[src/rtl/vc_arbiter.sv]
// Round-robin drain of four upstream FIFOs into four downstream FIFOs selected by the
// destination field of each word; two-stage pop -> push pipeline with shared state control.
module vc_arbiter #(
    parameter int DATA_W   = 12,
    parameter int N_IN     = 4,
    parameter int DEST_MSB = 11
) (
    input  logic              clk,
    input  logic              reset,
    input  logic [3:0]        state,
    input  logic [N_IN-1:0]   in_empty,
    input  logic [DATA_W-1:0] in_data0,
    input  logic [DATA_W-1:0] in_data1,
    input  logic [DATA_W-1:0] in_data2,
    input  logic [DATA_W-1:0] in_data3,
    output logic [N_IN-1:0]   in_pop,
    input  logic [3:0]        out_afull,
    output logic [3:0]        out_push,
    output logic [DATA_W-1:0] out_data,
    output logic [1:0]        grant,
    output logic [15:0]       xfer_count
);

    localparam logic [3:0] ST_RESET  = 4'b0001;
    localparam logic [3:0] ST_ACTIVE = 4'b1000;

    logic [1:0]        rr_q, rr_d;
    logic [1:0]        sel_q, sel_d;
    logic [1:0]        grant_q, grant_d;
    logic              pipe_v_q, pipe_v_d;
    logic [3:0]        push_q, push_d;
    logic [DATA_W-1:0] data_q, data_d;
    logic [15:0]       xfer_q, xfer_d;

    logic              clear;
    logic              pop_en;
    logic [N_IN-1:0]   elig;
    logic [1:0]        pick;
    logic [1:0]        idx;
    logic              found;
    logic [DATA_W-1:0] sel_word;
    logic [1:0]        dest;

    assign clear  = !reset || (state == ST_RESET);
    // Any almost_full bit stalls every input: the shared write port cannot be steered away.
    assign pop_en = reset && (state == ST_ACTIVE) && (out_afull == 4'b0000);
    assign elig   = pop_en ? ~in_empty : '0;

    // Scanning from the far end lets the last hit be the first eligible one after rr.
    always_comb begin
        pick  = rr_q;
        idx   = rr_q;
        found = 1'b0;
        for (int k = N_IN - 1; k >= 0; k--) begin
            idx = rr_q + 2'(k);
            if (elig[idx]) begin
                pick  = idx;
                found = 1'b1;
            end
        end
    end

    assign in_pop = found ? ({{(N_IN-1){1'b0}}, 1'b1} << pick) : '0;

    always_comb begin
        case (sel_q)
            2'd0:    sel_word = in_data0;
            2'd1:    sel_word = in_data1;
            2'd2:    sel_word = in_data2;
            default: sel_word = in_data3;
        endcase
    end

    assign dest = sel_word[DEST_MSB -: 2];

    always_comb begin
        rr_d     = rr_q;
        sel_d    = sel_q;
        grant_d  = grant_q;
        pipe_v_d = found;
        push_d   = 4'b0000;
        data_d   = data_q;
        xfer_d   = xfer_q;
        if (found) begin
            rr_d    = pick + 2'd1;
            sel_d   = pick;
            grant_d = pick;
        end
        // The upstream FIFO presents the popped word one cycle after the pop.
        if (pipe_v_q) begin
            data_d = sel_word;
            push_d = 4'b0001 << dest;
            xfer_d = xfer_q + 16'd1;
        end
    end

    always_ff @(posedge clk) begin
        if (clear) begin
            rr_q     <= 2'd0;
            sel_q    <= 2'd0;
            grant_q  <= 2'd0;
            pipe_v_q <= 1'b0;
            push_q   <= 4'b0000;
            data_q   <= '0;
            xfer_q   <= 16'd0;
        end else begin
            rr_q     <= rr_d;
            sel_q    <= sel_d;
            grant_q  <= grant_d;
            pipe_v_q <= pipe_v_d;
            push_q   <= push_d;
            data_q   <= data_d;
            xfer_q   <= xfer_d;
        end
    end

    assign out_push   = push_q;
    assign out_data   = data_q;
    assign grant      = grant_q;
    assign xfer_count = xfer_q;

endmodule

[config.mk]
export PLATFORM = sky130hd
export DESIGN_NAME = vc_arbiter
export DESIGN_NICKNAME = d
export VERILOG_FILES = /design/src/rtl/vc_arbiter.sv
export SDC_FILE = /design/constraint.sdc
export NUM_CORES = 1
export LEC_CHECK = 0
export ABC_AREA = 0
export BUFFER_PORTS_ARGS = -buffer_cell sky130_fd_sc_hd__buf_2
export CAP_MARGIN = 40
export CORE_ASPECT_RATIO = 0.7
export CORE_MARGIN = 2
export CORE_UTILIZATION = 45
export CTS_CLUSTER_SIZE = 30
export DETAILED_ROUTE_END_ITERATION = 10
export PLACE_DENSITY = 0.83
export SLEW_MARGIN = 10
export SYNTH_ARGS = -nofsm -noshare
export SYNTH_HDL_FRONTEND = slang
export SYNTH_SLANG_ARGS = --single-unit
[constraint.sdc]
create_clock -name clk -period 1.8 [get_ports clk]
set_input_delay 0.09 -clock clk [delete_from_list [all_inputs] [get_ports clk]]
set_output_delay 0.09 -clock clk [all_outputs]
set_load 0.03 [all_outputs]
Word level (Yosys, flattened, before mapping) --
Cells that the tools add are included.
Cells by class: $add $sub $neg 5, order comparisons 4, equal/unequal tests 4, shift operators 2, muxes and demuxes 19, bitwise operators 2, reductions and logical operators 7
Operator list (number):
- $pmux 12 s3 | 1
- $add 16x1->16 const B | 1
- $lt 2x3->1 const B | 4
- $bmux 1 s2 | 4
- $mux 1 | 8
- $mux 2 | 4
- $mux 4 | 2
- $shl 1x2->4 const A | 2
- $add 2x1->2 const B | 2
- $add 2x2->2 const B | 2
- $eq 4x1->1 const B | 1
- $eq 4x4->1 const B | 1
- $logic_not 4->1 | 1
- $not 4->4 | 1
- $eq 2x1->1 const B | 1
- $eq 2x2->1 const B | 1
- $logic_and 1x1->1 | 2
- $logic_not 2->1 | 1
- $reduce_or 2->1 | 1
- $logic_not 1->1 | 1
- $logic_or 1x1->1 | 1
- $not 1->1 | 1
Word-level totals: register bits after elaboration 37, bits of input ports 62, output and inout port bits 38, logic and storage cells 49

Longest topological paths before layout --
Gate-level depths: netlist (run 1).
depth in word-level cells 12, mapped depth 6, mapped depth without buffers 6

Worst setup path after synthesis (run 1) --
Ideal clock, no wire load.
path kind flip-flop to flip-flop, start register grant[0] (netlist name), end register data_q[1] (netlist: out_data[1]), setup time 0.128 ns, data arrival time 1.649 ns, data required time 1.672 ns, path slack 0.023 ns, stages on the path, launching flop included 5, buffers on the path 1, period minus slack after synthesis 1.777 ns, path through dfxtp_1 > buf_2 > mux4_2 > mux2i_1 > nor2_1
RTL lines:
- end signal, assigned | RTL line 112 | data_q <= data_d;
- end, declared | RTL line 32 | logic [DATA_W-1:0] data_q, data_d;

Worst setup path after layout (run 1) --
start register rr_q[0], end output port in_pop[1]
On the way: cells in the longest elaborated chain, start to end 9, elaborated cells on any way between the ends 21, classes of those cells add/sub (3); shift (1); mux (17)
Ends and longest elaborated chain:
- start, declared | RTL line 27 | logic [1:0] rr_q, rr_d;
- start signal, assigned | RTL line 107 | rr_q <= rr_d;
- $add 2x2->2 | RTL line 55 | idx = rr_q + 2'(k);
- $bmux 1 s2 | RTL line 56 | if (elig[idx]) begin
- $mux 1 (implied by the code) | RTL line 56
- $mux 2 (4 in series) | RTL line 56
- $shl 1x2->4 | RTL line 63 | assign in_pop = found ? ({{(N_IN-1){1'b0}}, 1'b1} << pick) : '0;
- $mux 4 (*) | RTL line 63
- end, declared | RTL line 16 | output logic [N_IN-1:0] in_pop,
Every way passes the cells marked *; elsewhere a longest branch is shown, timed or not. The select of a mux whose other input is x is not followed.

==> results of run 1 <==
## final timing paths
check	from	endpoint	cells after the start
setup / recovery	rr_q[0]	in_pop[1]	6
hold / removal	reset	grant[0]	3
setup reg to reg	xfer_count[5]	xfer_count[13]	5
hold reg to reg	xfer_count[15]	xfer_count[15]	2
## area by class of cell
| type | count | area, um2 | area share, % |
|---|---|---|---|
| clock buffers | 6 | 82.6 | 3.04 |
| repair buffers | 113 | 631 | 23.2 |
| well taps | 52 | 65.1 | 2.40 |
| flip-flops and latches | 37 | 748 | 27.6 |
| multi-input cells | 141 | 1160 | 42.7 |
| clock inverters | 2 | 13.8 | 0.507 |
| inverters | 4 | 15.0 | 0.553 |
## metal layers
| metal | vias up | track usage [%] | wire length, um |
|---|---|---|---|
| met2 | 45 | 37.3 | 2550 |
| met1 | 883 | 30.5 | 2330 |
| met4 | 0 | 7.38 | 54 |
| met5 | - | 0 | 0 |
| li1 | 914 | - | - |
| met3 | 7 | 4.60 | 215 |
## state kept, by name (all words and copies together) (netlist names)
register,flops
xfer_count,16
out_data,12
out_push,4
grant,2
rr_q,2
pipe_v_q,1
## placed cells by master (no fill, tap or decap), types with 2 or more instances in the layout
cell type,n
buf_2,95
dfxtp_1,35
nor2_1,29
buf_4,15
mux2i_1,13
nand2_1,12
mux4_2,12
o21ai_0,7
a21oi_1,6
xor2_1,6
clkbuf_8,6
nand4_1,5
xnor2_1,5
or3_1,5
nor3b_1,4
inv_1,4
a21oi_2,3
nand2b_1,2
o21ai_1,2
nor2b_1,2
nor3_1,2
and4_1,2
nand3_1,2
buf_6,2
dfxtp_4,2
## power groups by stage
stage / clock [mW] / combinational (mW) / sequential, mW
floorplan: 0 / 0.0526 / 0.839
global placement: 0 / 0.134 / 0.838
detailed placement: 0 / 0.139 / 0.838
CTS: 0.619 / 0.139 / 0.818
global route: 0.665 / 0.157 / 0.816
finish: 0.608 / 0.144 / 0.816
## metrics by stage
step	setup TNS, ns	hold slack, ns	utilization (%)
floorplan	0	0.346	-
global placement	0	0.469	63.2
detailed placement	0	0.478	63.2
CTS	0	0.228	66.0
global route	-0.0395	0.238	68.0
finish	0	0.226	68.0
## worst min-delay path, stage by stage
cell	delay [ns]
buf_2	0.12
o41a_2	0.15
o211a_1	0.11
## logic make-up (layout without fill, tap and decap cells)
logic type,Yosys count,in the layout,share of synthesized area (%)
adders and majority gates,1,1,0.655
AOI/OAI and AO/OA,28,28,10.9
buffers and inverters,11,125,2.49
and+or+nand+nor,76,76,21.1
xor gates and xnor gates,11,11,5.05
muxes,25,25,21.0
DFF,37,37,38.8
## timing repair
| item | in CTS | in global routing |
|---|---|---|
| resized for setup | 4 | 17 |
| hold buffers | 0 | 0 |
| endpoints found under the setup margin | 4 | 4 |
| gates cloned | 0 | 0 |
| pin swaps | 3 | 6 |
| setup buffers | 1 | 4 |
==> flow_summary.ini, run 1 <==
[run_status]
status = finished clean

[sta]
fin_crit_sh_pct = 98.9
layout_min_cycle_time_ns = 1.78
worst_pin_slew_ns = 0.329
relSlewSlack_pct = 78.1
setup_ws_ns = 0.0200
rsz0062_at_grt = true
fmax_ghz = 0.562
finClkSkew_ns = 0.0110
final-hold-violation-count = 0
drv_slew = 0
setup_violations = 0

[worst_setup_path]
critPathArrivalTime_ns = 1.69
slowest_delay_ns = 0.39
worstSetupStartpointType = flop
crit_family = compound AO/OA/AOI/OAI gates
crit_path_max_fanout = 7
r2r_slack_ns = 0.18
slowest_stage = dfxtp_4
critPathRequiredTime_ns = 1.71
path_class = flop to output port
crit_chain = nor2_1 > o21ai_0 > o211ai_2 > a21bo_2 > nor2_2 > buf_6
cp_num_buf_inv = 1
cp-end-kind = output port

[clocking]
cts_buffers = 5
htree_levels = 2
cts.sinks = 37
clk-insertion-delay-late_ns = 0.29
cts_buffer_depth = 2
cts_tree = built
clockRootBuffer = clkbuf_8
clk_pin_slew_ns = 0.07

[yosys]
synth_edf_count = 0
syn_inst = 189
synth.top_cell.area_share_pct = 38.8
synth_top_flop_cell = dfxtp_1
synthTopCellsByArea = dfxtp_1, mux4_2, mux2i_1
yosysMostFrequentCell = dfxtp_1
ys_seq_area_share_pct = 38.8
yosys-top-cells-count = dfxtp_1, nor2_1, mux2i_1, mux4_2, nand2_1
syn_nets = 252
async_reset_ff_share_pct = 0
yosysWarnings = 0
synth.distinct_cells = 42
ys_ff_latch = 37
synth_top_area_cell = dfxtp_1
syn_area_um2 = 1910
syn_avg_cell_area_um2 = 10.1

[power]
p_total_mw = 1.57
pwr_density_cell_nw_per_um2 = 577
p_switching_mw = 0.363
swShare_pct = 23.2
power_frac_comb_pct = 9.2
p_leak_nw = 1.20
vdd_drop_max_mv = 0.391
p_clk_share_pct = 38.8
seqPwrFrac_pct = 52.0
internal_power_mw = 1.20

[finish]
n_fill_cell = 324
drive_gt1_share_pct = 50.8
areaGrowthSynthToFinish_pct = 42.2
finalInstanceArea_um2 = 2720
finalNetCount = 365
layoutNonFillerInstCount = 355
n_antenna_cell = 0

[die]
die_area_um2 = 4790
io_pins = 100
start_util_pct = 47.8
fp.dieW_um = 81.9
rows = 19
core_area_um2 = 3990
die_h_um = 58.5

[global_route]
antenna_found_initial = 0
grt_usage_pct = 22.8
grt_pass1_vias = 1804
grt_pass1_wl_um = 8310
grt_max_degree = 31
grt_overflow = 0

[route]
routed_wl_um = 5160
drt-initial-drc-count = 52
via_count = 1849
via_per_inst = 5.21
drc = 0
ant_nets = 0
wire_per_inst_um = 14.5
firstDrtPassIters = 4

[placed_design]
placed_area_um2 = 2520
dp_slack_ns = 0.0889
dp_hpwl_um = 4010
placedCellCount = 342
gp_congestion = 0.894
portBuffers = 99

[job]
cap_viol_max_count = 0

[worst_hold_path]
min_path_type = primary input to flop
Note: power is estimated with default switching activity, not from simulation.
==> run 2, diff against run 1 <==
Settings changed: CORE_MARGIN 2 to default.
Clock period 1.8 ns to 2 ns, I/O delays scaled along.
==> run 2 against run 1 <==
  * Combinational power shrank 9%
  * Die area shrank 5.8%
  * Sequential power shrank 9.7%
  * Count of clock-buffer cells in the layout shrank 1
  * Critical endpoint is now in_pop[3]
  * Largest power group is now clock
  * Highest routed layer unchanged
==> flow_summary.ini, run 2 (synthesis results as in run 1) <==
[placed_design]
dp_slack_ns = 0.279
placed_area_um2 = 2490
gp_congestion = 0.880
dp_hpwl_um = 3870
portBuffers = 99

[clocking]
htree_levels = 2
clk-insertion-delay-late_ns = 0.30
cts_tree = built
clk_pin_slew_ns = 0.08
clockRootBuffer = clkbuf_8
cts_buffer_depth = 2
cts_buffers = 5
cts.sinks = 37

[power]
p_total_mw = 1.66
pwr_density_cell_nw_per_um2 = 626
p_leak_nw = 1.17
vdd_drop_max_mv = 0.422

[worst_setup_path]
critPathRequiredTime_ns = 1.90
worstSetupStartpointType = flop
cp-end-kind = output port
crit_path_max_fanout = 8
path_class = flop to output port
critPathArrivalTime_ns = 1.79

[sta]
whs_ns = 0.223
final-hold-violation-count = 0
rsz0062_at_grt = false
setup_ws_ns = 0.114
relSlewSlack_pct = 58.6
worst_pin_slew_ns = 0.620
fin_crit_sh_pct = 94.3
finClkSkew_ns = 0.00569
layout_min_cycle_time_ns = 1.89
fmax_ghz = 0.530
setup-tns-final_ns = 0
drv_slew = 0
setup_violations = 0

[run_status]
status = finished clean

[route]
drt-initial-drc-count = 88
firstDrtPassIters = 4
wire_per_inst_um = 14.1
routed_wl_um = 4890
ant_nets = 0
via_count = 1828
via_per_inst = 5.27
drc = 0

[die]
rows = 19
die_h_um = 56.5
fp.dieW_um = 79.9
die_area_um2 = 4510
start_util_pct = 47.8
core_area_um2 = 3990
io_pins = 100

[global_route]
grt_pass1_vias = 1663
met3_usage_pct = 5.20
grt_max_degree = 17
antenna_found_initial = 0
top_usage_layer = met2
grt_overflow = 0
use_met1_pct = 30.2
grt_usage_pct = 22.5
grt_pass1_wl_um = 7760
gr-usage-met2_pct = 35.4

[finish]
finalInstanceArea_um2 = 2650
areaGrowthSynthToFinish_pct = 38.6
largest_register_ffs = 16
finalNetCount = 357
layout_common_cells = buf_2, dfxtp_1, nor2_1
final_common_cell = buf_2
drive_gt1_share_pct = 48.5
n_antenna_cell = 0

[job]
cap_viol_max_count = 0

[worst_hold_path]
min_path_type = primary input to flop
[run 2: critical path, cell delays in order, from the launching register on]
cell and delay, ns:
dfxtp_2 0.41, nor2b_1 0.22, nand2_1 0.09, a21oi_2 0.19
a211oi_2 0.11, nand2b_1 0.17, nor2_1 0.09, buf_2 0.20
[run 2: stage by stage]
stage	cells	utilization (%)
3_3_place_gp	339	62.3
2_1_floorplan	189	-
3_5_place_dp	339	62.3
4_1_cts	347	65.8
6_report	347	66.3
5_1_grt	347	66.3
[run 2: final cells by class]
| cell class | instances | area, um2 |
|---|---|---|
| fillers | 328 | 1350 |
| multi-input cells | 141 | 1140 |
| flip-flops and latches | 37 | 743 |
| repair buffers | 105 | 543 |
| clock buffers | 5 | 68.8 |
| clock inverters | 3 | 68.8 |
| well taps | 52 | 65.1 |
| inverters | 4 | 15.0 |
[run 2: final timing paths]
check / start / end / slack [ns] / depth (start not counted)
worst max-delay path: rr_q[1] / in_pop[3] / 0.11 / 7
worst min-delay path: reset / grant[0] / 0.22 / 3
worst max register to register: xfer_count[5] / xfer_count[15] / 0.36 / 5
worst min register to register: xfer_count[15] / xfer_count[15] / 0.48 / 2
[run 2: report_power, final]
group / internal (mW) / total (mW) / switching (mW)
registers: 0.736 / 0.737 / 0.000333
clock network: 0.502 / 0.790 / 0.288
logic: 0.0727 / 0.131 / 0.0586
[run 2: metal layers]
metal / vias up / wire length, um
met3: 7 / 187
met2: 44 / 2350
met1: 876 / 2280
met5: - / 0
met4: 0 / 70
li1: 901 / -
[run 2: repair_timing]
| item | CTS | global route |
|---|---|---|
| hold buffers | 0 | 0 |
| gates resized for setup | 1 | 5 |
| buffers inserted | 0 | 0 |
| endpoints found under the setup margin | 2 | 3 |
